--- src/rtl/vfb_mc_arbiter.sv ---
// vfb_mc_arbiter: multi-channel DMA scheduler for the video frame buffer.
// Round-robin burst arbitration of CH_NUM writer/reader channels onto one
// DDR user interface, with per-channel rotating frame banks.
// Optional: VFB_CH0_PRIORITY_EN gives channel 0 absolute priority.
// Ports:
//   I_dma_clk, I_rst_n           clock, async active-low reset
//   I_ch_req/halt/frame_start    per-channel request, mask, frame pulse
//   I_ch_wr_data, O_ch_wr_pop    per-channel FWFT write data and pop
//   O_ch_rd_valid, O_rd_data     per-channel read strobe, shared data
//   O_ch_bank                    current bank per channel (2 bits each)
//   cmd_*, addr, app_burst_num   DDR command channel
//   wr_data_*                    DDR write data channel
//   rd_data_valid, rd_data       DDR read data channel
//   init_calib_complete          controller ready
module vfb_mc_arbiter #(
    parameter int                CH_NUM      = 4,
    parameter logic [CH_NUM-1:0] CH_DIR      = 4'b1010,
    parameter int                FRAME_NUM   = 3,
    parameter logic [31:0]       IMAGE_SIZE  = 32'h0080_0000,
    parameter int                BURST_BYTES = 1024,
    parameter int                ADDR_WIDTH  = 26,
    parameter int                DATA_WIDTH  = 128,
    parameter int                DQ_WIDTH    = 16
) (
    input  logic                         I_dma_clk,
    input  logic                         I_rst_n,
    input  logic [CH_NUM-1:0]            I_ch_req,
    input  logic [CH_NUM-1:0]            I_ch_halt,
    input  logic [CH_NUM-1:0]            I_ch_frame_start,
    input  logic [CH_NUM*DATA_WIDTH-1:0] I_ch_wr_data,
    output logic [CH_NUM-1:0]            O_ch_wr_pop,
    output logic [CH_NUM-1:0]            O_ch_rd_valid,
    output logic [DATA_WIDTH-1:0]        O_rd_data,
    output logic [CH_NUM*2-1:0]          O_ch_bank,
    input  logic                         cmd_ready,
    output logic [2:0]                   cmd,
    output logic                         cmd_en,
    output logic [5:0]                   app_burst_number,
    output logic [ADDR_WIDTH-1:0]        addr,
    input  logic                         wr_data_rdy,
    output logic                         wr_data_en,
    output logic                         wr_data_end,
    output logic [DATA_WIDTH-1:0]        wr_data,
    output logic [DATA_WIDTH/8-1:0]      wr_data_mask,
    input  logic                         rd_data_valid,
    input  logic [DATA_WIDTH-1:0]        rd_data,
    input  logic                         init_calib_complete
);

    localparam int BEATS = BURST_BYTES * 8 / DATA_WIDTH;
    localparam int BW    = (BEATS > 1) ? $clog2(BEATS) : 1;
    localparam int IW    = (CH_NUM > 1) ? $clog2(CH_NUM) : 1;
    localparam int SH    = (DQ_WIDTH / 8 > 1) ? $clog2(DQ_WIDTH / 8) : 0;
    localparam logic [BW-1:0] LAST = BW'(BEATS - 1);
    localparam logic [39:0]   IMG  = 40'(IMAGE_SIZE);

    typedef enum logic [1:0] {
        IDLE, CMD, WDATA, RDATA
    } state_t;

    state_t                  state_q, state_d;
    logic [IW-1:0]           gnt_q, ptr_q, ptr_nxt;
    logic [BW-1:0]           beat_q, beat_d;
    logic [2:0]              cmd_q;
    logic [ADDR_WIDTH-1:0]   addr_q, addr_d;
    logic [5:0]              bnum_q;
    logic [1:0]              bank_q [CH_NUM];
    logic [31:0]             off_q  [CH_NUM];
    logic [CH_NUM-1:0]       pend_q, pend_d;
    logic [CH_NUM-1:0]       fs_step, off_step;
    logic [CH_NUM-1:0]       rd_vld_q;
    logic [DATA_WIDTH-1:0]   rd_data_q;

    logic [CH_NUM-1:0]       elig, elig_rr;
    logic                    arb_vld;
    logic [IW-1:0]           arb_idx;
    logic                    grant_now, done, wr_en;
    logic [CH_NUM-1:0]       gnt_oh;
    logic [39:0]             abyte;

    function automatic logic [1:0] bank_inc(logic [1:0] b);
        return (b == 2'(FRAME_NUM - 1)) ? 2'd0 : b + 2'd1;
    endfunction

    function automatic logic [31:0] off_inc(logic [31:0] o);
        logic [31:0] n;
        n = o + 32'(BURST_BYTES);
        return (n >= IMAGE_SIZE) ? 32'd0 : n;
    endfunction

    assign elig = I_ch_req & ~I_ch_halt;

    // Round-robin search starting at the pointer; with ch0 priority the
    // search only covers channels 1..N-1.
    always_comb begin
        logic [IW:0] j;
        arb_vld = 1'b0;
        arb_idx = '0;
        elig_rr = elig;
        j       = '0;
`ifdef VFB_CH0_PRIORITY_EN
        elig_rr[0] = 1'b0;
        if (elig[0]) begin
            arb_vld = 1'b1;
        end
`endif
        for (int i = 0; i < CH_NUM; i++) begin
            j = {1'b0, ptr_q} + (IW+1)'(i);
            if (j >= (IW+1)'(CH_NUM)) begin
                j = j - (IW+1)'(CH_NUM);
            end
            if (!arb_vld && elig_rr[j[IW-1:0]]) begin
                arb_vld = 1'b1;
                arb_idx = j[IW-1:0];
            end
        end
    end

    always_comb begin
        abyte = (40'(arb_idx) * 40'(FRAME_NUM)
                 + 40'(bank_q[arb_idx])) * IMG
                + 40'(off_q[arb_idx]);
        addr_d = ADDR_WIDTH'(abyte >> SH);
    end

    assign gnt_oh  = CH_NUM'(1) << gnt_q;
    assign ptr_nxt = (gnt_q == IW'(CH_NUM - 1)) ? '0 : gnt_q + 1'b1;

    always_comb begin
        state_d   = state_q;
        beat_d    = beat_q;
        cmd_en    = 1'b0;
        wr_en     = 1'b0;
        done      = 1'b0;
        grant_now = 1'b0;
        unique case (state_q)
            IDLE: begin
                if (init_calib_complete && arb_vld) begin
                    grant_now = 1'b1;
                    state_d   = CMD;
                end
            end
            CMD: begin
                cmd_en = cmd_ready;
                if (cmd_ready) begin
                    beat_d  = '0;
                    state_d = CH_DIR[gnt_q] ? RDATA : WDATA;
                end
            end
            WDATA: begin
                wr_en = wr_data_rdy;
                if (wr_en) begin
                    beat_d = beat_q + 1'b1;
                    if (beat_q == LAST) begin
                        done    = 1'b1;
                        state_d = IDLE;
                    end
                end
            end
            RDATA: begin
                if (rd_data_valid) begin
                    beat_d = beat_q + 1'b1;
                    if (beat_q == LAST) begin
                        done    = 1'b1;
                        state_d = IDLE;
                    end
                end
            end
            default: state_d = IDLE;
        endcase
    end

    // Frame start on the active channel is deferred to burst end so the
    // burst in flight stays inside the bank its address was taken from.
    always_comb begin
        logic act, fin;
        for (int c = 0; c < CH_NUM; c++) begin
            act = (state_q != IDLE && gnt_q == IW'(c))
                  || (grant_now && arb_idx == IW'(c));
            fin = done && gnt_q == IW'(c);
            fs_step[c]  = 1'b0;
            off_step[c] = 1'b0;
            pend_d[c]   = pend_q[c];
            if (fin) begin
                pend_d[c] = 1'b0;
                if (pend_q[c] || I_ch_frame_start[c]) begin
                    fs_step[c] = 1'b1;
                end else begin
                    off_step[c] = 1'b1;
                end
            end else if (I_ch_frame_start[c]) begin
                if (act) begin
                    pend_d[c] = 1'b1;
                end else begin
                    fs_step[c] = 1'b1;
                end
            end
        end
    end

    always_ff @(posedge I_dma_clk or negedge I_rst_n) begin
        if (!I_rst_n) begin
            state_q   <= IDLE;
            gnt_q     <= '0;
            ptr_q     <= '0;
            beat_q    <= '0;
            cmd_q     <= '0;
            addr_q    <= '0;
            bnum_q    <= '0;
            pend_q    <= '0;
            rd_vld_q  <= '0;
            rd_data_q <= '0;
            for (int c = 0; c < CH_NUM; c++) begin
                bank_q[c] <= '0;
                off_q[c]  <= '0;
            end
        end else begin
            state_q <= state_d;
            beat_q  <= beat_d;
            pend_q  <= pend_d;
            if (grant_now) begin
                gnt_q  <= arb_idx;
                cmd_q  <= {2'b00, CH_DIR[arb_idx]};
                addr_q <= addr_d;
                bnum_q <= 6'(BEATS - 1);
            end
            if (done) begin
`ifdef VFB_CH0_PRIORITY_EN
                if (gnt_q != '0) begin
                    ptr_q <= ptr_nxt;
                end
`else
                ptr_q <= ptr_nxt;
`endif
            end
            if (state_q == RDATA && rd_data_valid) begin
                rd_vld_q  <= gnt_oh;
                rd_data_q <= rd_data;
            end else begin
                rd_vld_q  <= '0;
            end
            for (int c = 0; c < CH_NUM; c++) begin
                if (fs_step[c]) begin
                    bank_q[c] <= bank_inc(bank_q[c]);
                    off_q[c]  <= '0;
                end else if (off_step[c]) begin
                    off_q[c]  <= off_inc(off_q[c]);
                end
            end
        end
    end

    always_comb begin
        for (int c = 0; c < CH_NUM; c++) begin
            O_ch_bank[c*2 +: 2] = bank_q[c];
        end
    end

    assign cmd              = cmd_q;
    assign addr             = addr_q;
    assign app_burst_number = bnum_q;
    assign wr_data_en       = wr_en;
    assign wr_data_end      = wr_en && (beat_q == LAST);
    assign wr_data          = (state_q == WDATA)
                              ? I_ch_wr_data[gnt_q*DATA_WIDTH +: DATA_WIDTH]
                              : '0;
    assign wr_data_mask     = '0;
    assign O_ch_wr_pop      = wr_en ? gnt_oh : '0;
    assign O_ch_rd_valid    = rd_vld_q;
    assign O_rd_data        = rd_data_q;

endmodule

--- config.mk ---
export PLATFORM = sky130hd
export DESIGN_NAME = vfb_mc_arbiter
export DESIGN_NICKNAME = d
export VERILOG_FILES = /design/src/rtl/vfb_mc_arbiter.sv
export SDC_FILE = /design/constraint.sdc
export NUM_CORES = 1
export LEC_CHECK = 0
export ABC_AREA = 1
export CORE_AREA = 8 8 376 378
export DETAILED_ROUTE_END_ITERATION = 8
export DIE_AREA = 0 0 384 386
export DONT_BUFFER_PORTS = 1
export SYNTH_ARGS = -nofsm -noshare
export SYNTH_HDL_FRONTEND = slang
export SYNTH_SLANG_ARGS = --single-unit
--- constraint.sdc ---
create_clock -name I_dma_clk -period 4 [get_ports I_dma_clk]
set_input_delay 0.4 -clock I_dma_clk [delete_from_list [all_inputs] [get_ports I_dma_clk]]
set_output_delay 0.4 -clock I_dma_clk [all_outputs]
set_load 0.01 [all_outputs]
==> flow_summary.ini, run 1 <==
[drt]
highest_layer = met5
wire_per_inst_um = 34.5
dr_wl_met3_um = 13600
wirelength_um = 160000
drt-met1-wl_um = 72900
ant_nets = 0
drt_iter0_markers = 1660
vias_per_cell = 4.26
drt-pass1-iter-count = 7
drcViolationCount = 0
wl_met2_um = 68300
detailroute.via_count = 19700

[final_layout]
finish.utilization = 0.179
multi_input_area_sq_um = 10400
final_cells = 4630
syn2layout_area_growth_pct = 33.8
seqCellArea_sq_um = 6570
layout-drive-gt1-share = 0.190
final_nets = 3468
fill_cells = 15300

[synth]
synth_largest_area_cell = dfrtp_1
synthArstFlopShare = 1.00
ys_seq_area_frac = 0.363
synth_ff_type = dfrtp_1
synth_top_area_share = 0.363
syn_avg_cell_area_sq_um = 7.10
yosys-top-cells-area = dfrtp_1, nor2_1, o21ai_0
synth_edf_count = 0
yosysUniqueCellTypes = 53
ys_ff_latch = 262
syn_area_sq_um = 18100
syn_inst = 2546
ys.warnings.count = 0

[outcome]
violations = negative hold slack
outcome = finished with violations

[placement]
gp_congestion = 0.989
dp_cells = 4404
io_buffers = 0
post-dp-hpwl_um = 140000

[power_and_ir_drop]
p_comb_frac = 0.538
p_int_w = 0.00840
swShare = 0.523
ir_drop_uv = 437
seqPwrFrac = 0.282
switchingPower_w = 0.00919
powerDensity_nw_per_um2 = 727
leakage_nw = 10.1
power.share.clock = 0.181

[timing]
max_freq_ghz = 0.256
clock_skew_ns = 0.0112
rsz0062_at_grt = true
hold_violations = 262
maxSlewViolCount = 0
finalSetupViolations = 0
relSlewSlack = 0.136
hold-worst-slack_ns = -0.470
finalCritPeriodShare = 0.978
tightest_slew_ns = 1.29
fin_crit_ns = 3.91

[setup_path]
worstPathMaxFanout = 7
worst_ep_arrival_time_ns = 4.37
start_kind = flop
critical_path_class = reg -> reg
cp.required_ns = 4.46
end_kind = flop

[clocking]
clock_sinks = 262
clock_latency_ns = 0.58
cts_tree = yes
numCtsBuffers = 31
clock_path_buffers = 3
cts_max_level = 1
path_clk_slew_ns = 0.06
ctsRootBufferMaster = clkbuf_16
cts-hold-fix-buffers = 128

[global_route]
grt.overflow.total = 0
gr-usage-all-layers = 0.202
grt_first_pass_wirelength_um = 199000
grt_antenna_before_repair = 136
grt_max_degree = 263
grt_pass1_vias = 19000

[die]
die_h_um = 386
io_pins = 984
core_sq_um = 135000
initial_utilization = 0.134
dieWidth_um = 384
die-area_sq_um = 148000
rows = 135

[hold_path]
hp-class = in -> async

[job]
cap_viol_max_count = 0
[worst paths after layout]
kind                                       start                      to  slack, ns  cells past startpoint
min in group I_dma_clk       I_ch_frame_start[1]   off_q[75]$_DFFE_PN0P_       0.13                      3
setup reg to reg            ptr_q[0]$_DFFE_PN0P_    addr[25]$_DFFE_PN0N_       0.09                     23
hold reg to reg            off_q[95]$_DFFE_PN0P_   off_q[95]$_DFFE_PN0P_       0.50                      2
hold / removal                           I_rst_n  off_q[124]$_DFFE_PN0P_      -0.47                      0
max in group asynchronous                I_rst_n    ptr_q[0]$_DFFE_PN0P_       3.36                      0
setup / recovery            ptr_q[0]$_DFFE_PN0P_    addr[25]$_DFFE_PN0N_       0.09                     23
[metrics by stage]
stage	TNS [ns]	worst slack, ns	area (sq um)	power, W
2_1_floorplan	0	0.0988	18200	0.00863
3_3_place_gp	-0.242	-0.242	21500	0.0143
3_5_place_dp	-0.169	-0.169	21500	0.0143
4_1_cts	0	0.0194	23900	0.0177
5_1_grt	-0.161	-0.161	24100	0.0184
6_report	0	0.0888	24200	0.0176
[area by class of cell]
class / count / area share
diodes: 37 / 0.00383
repair buffers: 353 / 0.130
well taps: 1781 / 0.0921
clock buffers: 41 / 0.0365
multi-input cells: 1976 / 0.429
flip-flops and latches: 262 / 0.271
inverters: 165 / 0.0263
clock inverters: 15 / 0.0109
[synthesized netlist by cell type (18+ instances only)]
master,count
o21ai_1,29
nand3_1,88
o21ai_0,321
clkbuf_1,102
nor2_1,672
dfrtp_1,262
a21oi_1,177
nor3_1,39
buf_4,39
nand4_1,30
nand2_1,315
mux2_2,128
xor2_1,41
inv_1,153
ha_1,18
[logic make-up (layout without fill, tap and decap cells)]
family | count (synthesis) | in the layout | share of synthesized area
flip-flops | 262 | 262 | 0.363
adder cells (fa/ha/maj) | 21 | 21 | 0.0158
other | 1 | 64 | 0.000207
multiplexers | 128 | 128 | 0.0797
AND/OR/NAND/NOR | 1206 | 1206 | 0.281
buffers and inverters | 334 | 574 | 0.0820
XOR/XNOR | 42 | 42 | 0.0203
AO/OA/AOI/OAI | 552 | 552 | 0.158
[flip-flops by register name, summed over array words and instances, names as in the netlist]
name	cells
O_rd_data	128
off_q	88
addr	17
O_ch_bank	8
beat_q	6
O_ch_rd_valid	4
pend_q	4
gnt_q	2
ptr_q	2
state_q	2
app_burst_number	1
[critical path: stages, from the launching register on]
cell and delay [ns]:
dfrtp_2 0.46, clkinv_4 0.16, nand2_2 0.09, nand2_2 0.08, nand3_2 0.08, nand2_4 0.07
nand3_1 0.14, nand3_4 0.12, nand2_8 0.13, buf_4 0.13, nor2_1 0.04, o22a_1 0.22
fa_1 0.48, inv_1 0.04, ha_2 0.18, fa_1 0.54, ha_4 0.21, a21oi_2 0.11
nand2_1 0.07, xor2_1 0.17, inv_1 0.05, nand3_1 0.07, nand3_1 0.09, nand2_1 0.05
[layer usage]
metal  vias to the layer above  GRT usage
met4                        50     0.0441
met3                       262     0.0641
met1                      9557      0.283
met5                         -          0
met2                      1017      0.302
li1                       8852          -
[power by group through the flow]
stage | sequential, W | clock, W | combinational [W]
floorplan | 0.00432 | 0 | 0.00431
global placement | 0.00503 | 0 | 0.00929
detailed placement | 0.00506 | 0 | 0.00926
CTS | 0.00501 | 0.00326 | 0.00942
global route | 0.00505 | 0.00336 | 0.0100
finish | 0.00495 | 0.00318 | 0.00946
[layout by cell type, fill, tap and decap left out, types with 5 or more instances in the layout]
| cell | netlist | routed |
|---|---|---|
| nand3_4 | 2 | 8 |
| a21oi_2 | 2 | 27 |
| diode_2 | 0 | 37 |
| buf_12 | 0 | 13 |
| nor2_2 | 12 | 12 |
| a21oi_1 | 177 | 152 |
| o21ai_2 | 5 | 5 |
| o21ai_0 | 321 | 312 |
| clkbuf_16 | 0 | 31 |
| buf_4 | 39 | 211 |
| inv_2 | 10 | 11 |
| o211ai_1 | 6 | 6 |
| nor3_1 | 39 | 39 |
| o21ai_1 | 29 | 38 |
| mux2_2 | 128 | 128 |
| ha_1 | 18 | 16 |
| nand4_1 | 30 | 30 |
| clkbuf_8 | 0 | 7 |
| nand3_1 | 88 | 81 |
| dlygate4sd3_1 | 0 | 128 |
| nand2_2 | 11 | 16 |
| xor2_1 | 41 | 41 |
| bufinv_16 | 0 | 6 |
| nand2_4 | 4 | 7 |
| conb_1 | 1 | 27 |
| nor2_1 | 672 | 672 |
| inv_1 | 153 | 149 |
| nor3_2 | 7 | 7 |
| nand3_2 | 11 | 12 |
| nand2_1 | 315 | 306 |
| dfrtp_1 | 262 | 259 |
[timing repair]
action                     in CTS  in global routing
buffers inserted                2                  3
gates resized for setup         3                 31
setup endpoints to repair       1                  1
pin swaps                       3                 12
hold endpoints to repair      390                262
(Power assumes the default switching activity.)
==> run 2, diff against run 1 <==
--- a/config.mk
+++ b/config.mk
@@ -6,9 +6,9 @@
 export NUM_CORES = 1
 export LEC_CHECK = 0
 export ABC_AREA = 1
-export CORE_AREA = 8 8 376 378
+export CORE_AREA = 8 8 374 376
 export DETAILED_ROUTE_END_ITERATION = 8
-export DIE_AREA = 0 0 384 386
+export DIE_AREA = 0 0 382 384
 export DONT_BUFFER_PORTS = 1
 export SYNTH_ARGS = -nofsm -noshare
 export SYNTH_HDL_FRONTEND = slang
==> constraint.sdc (replaced) <==
create_clock -name I_dma_clk -period 4 [get_ports I_dma_clk]
set_input_delay 0.8 -clock I_dma_clk [delete_from_list [all_inputs] [get_ports I_dma_clk]]
set_output_delay 0.8 -clock I_dma_clk [all_outputs]
set_load 0.01 [all_outputs]
==> run 2 against run 1 <==
The flow still finishes with violations (negative hold slack). Hold slack improved by 0.35 ns. Register-to-register slack improved by 0.11 ns. Final cell count shrank 2.5%. Critical endpoint is now wr_data[77]. Maximum frequency is 0.42% lower. Combinational power is 3.5% lower. Wire length down 1.1%. Critical path depth fell by 16.
==> flow_summary.ini, run 2 (synthesis gave the netlist of run 1 again) <==
[global_route]
grt.overflow.total = 0
grt_antenna_before_repair = 146
grt_first_pass_wirelength_um = 198000
gr-usage-all-layers = 0.202
grt_max_degree = 263
grt_pass1_vias = 18800

[hold_path]
hp-class = in -> async

[drt]
drt_iter0_markers = 1716
wirelength_um = 158000
drt-pass1-iter-count = 6
ant_nets = 0
detailroute.via_count = 19600
drcViolationCount = 0
wire_per_inst_um = 35.0
vias_per_cell = 4.34

[final_layout]
final_nets = 3346
final_cells = 4514
final_cell_mix = nor2_1, o21ai_0, nand2_1
design_area_sq_um = 22900
syn2layout_area_growth_pct = 26.9
finish.utilization = 0.171
largest_reg_flops = 128
layout-drive-gt1-share = 0.204
mostFrequentLayoutCell = nor2_1

[setup_path]
critical_path_class = reg -> out
worstPathCellList = buf_12 > nor2_1 > nor2_1 > o21ai_0 > a21oi_1 > buf_4 > buf_4
end_kind = primary output
worstPathMaxFanout = 58
worst_ep_arrival_time_ns = 3.13
crit_buf_inv = 3
cp_top_family = simple AND/OR/NAND/NOR gates
slowest_delay_ns = 0.65
cp.required_ns = 3.20
start_kind = flop
cp_slowest_cell = dfrtp_4

[clocking]
numCtsBuffers = 29
cts_tree = yes
cts_max_level = 1
clock_path_buffers = 3
ctsRootBufferMaster = clkbuf_16
clock_latency_ns = 0.61
clock_sinks = 262
path_clk_slew_ns = 0.07

[timing]
tightest_slew_ns = 1.08
clock_skew_ns = 0.0498
fin_ws_ns = 0.0725
finalSetupViolations = 0
max_freq_ghz = 0.255
maxSlewViolCount = 0
hold_violations = 141
hold-worst-slack_ns = -0.122
finalCritPeriodShare = 0.982
relSlewSlack = 0.275
fin_crit_ns = 3.93

[outcome]
outcome = finished with violations
violations = negative hold slack

[die]
rows = 135
io_pins = 984
die-area_sq_um = 147000
dieWidth_um = 382
initial_utilization = 0.135
core_sq_um = 134000
die_h_um = 384

[placement]
post-dp-hpwl_um = 139000
dp_cells = 4416
place_ws_ns = -0.104
place_area_sq_um = 21700
io_buffers = 0
gp_congestion = 1.11

[job]
cap_viol_max_count = 0

[power_and_ir_drop]
powerDensity_nw_per_um2 = 749
ir_drop_uv = 459
leakage_nw = 9.58
## run 2: changes by cell type in the layout (fill, tap and decap cells not counted), moves of 4 or more
cell	before	now
dlygate4sd3_1	128	0
buf_4	211	220
diode_2	37	44
o21ai_0	312	319
o21ai_1	38	31
clkinv_2	3	9
clkbuf_8	7	3
inv_1	149	145
## run 2: what timing repair did
| item | in CTS | in global routing |
|---|---|---|
| resized for setup | 0 | 11 |
| endpoints found under the setup margin | 0 | 1 |
| hold endpoints to repair | 262 | 192 |
| buffers inserted | 0 | 1 |
## run 2: per-stage QoR
step,power (W),hold WS [ns],TNS [ns]
6_report,0.0172,-0.122,0
3_5_place_dp,0.0141,0.496,-0.104
2_1_floorplan,0.00865,0.470,-0.0393
3_3_place_gp,0.0141,0.485,-0.134
5_1_grt,0.0179,-0.179,-0.000266
4_1_cts,0.0172,-0.185,0
## run 2: worst register-to-register path: stages (launching register included)
cell and delay (ns):
dfrtp_2 0.45, buf_4 0.17, nand3_4 0.09, nand3_2 0.09, nand2_4 0.12, buf_4 0.13
nand3_4 0.08, o211ai_4 0.18, o21ai_0 0.11, o22a_1 0.22, fa_1 0.51, inv_1 0.04
ha_2 0.16, fa_1 0.52, ha_4 0.22, a21oi_2 0.13, nand2_1 0.10, xor2_2 0.15
inv_1 0.05, nand3_1 0.06, nand3_1 0.07, nand2_1 0.05
## run 2: per-layer routing
| layer | global-route usage | vias to the layer above | wire (um) |
|---|---|---|---|
| met5 | 0 | - | 374 |
| li1 | - | 8595 | - |
| met4 | 0.0385 | 58 | 4140 |
| met1 | 0.290 | 9637 | 72600 |
| met2 | 0.299 | 1034 | 66600 |
| met3 | 0.0608 | 271 | 14300 |
## run 2: final cells by class
class                      instances  area, sq um
fill                           15400       111000
multi-input combinational       1976        10400
sequential                       262         6570
tap                             1781         2230
timing repair buffer             233         1910
clock buffer                      33          771
inverter                         165          673
clock inverter                    20          283
antenna                           44          110
## run 2: report_power, final
part / internal [W] / total, W / switching [W]
Sequential: 0.00348 / 0.00501 / 0.00153
Clock: 0.00178 / 0.00304 / 0.00125
Combinational: 0.00291 / 0.00913 / 0.00622
## run 2: worst paths after layout
check	from	end	slack [ns]	cells after the start
max	gnt_q[0]$_DFFE_PN0N_	wr_data[77]	0.07	7
min	I_rst_n	O_rd_data[5]$_DFFE_PN0P_	-0.12	0
max reg2reg	ptr_q[0]$_DFFE_PN0P_	addr[25]$_DFFE_PN0N_	0.20	21
min reg2reg	off_q[63]$_DFFE_PN0P_	off_q[63]$_DFFE_PN0P_	0.50	2
max in group asynchronous	I_rst_n	O_rd_data[42]$_DFFE_PN0P_	3.43	0
min in group I_dma_clk	rd_data[93]	O_rd_data[93]$_DFFE_PN0P_	0.33	1
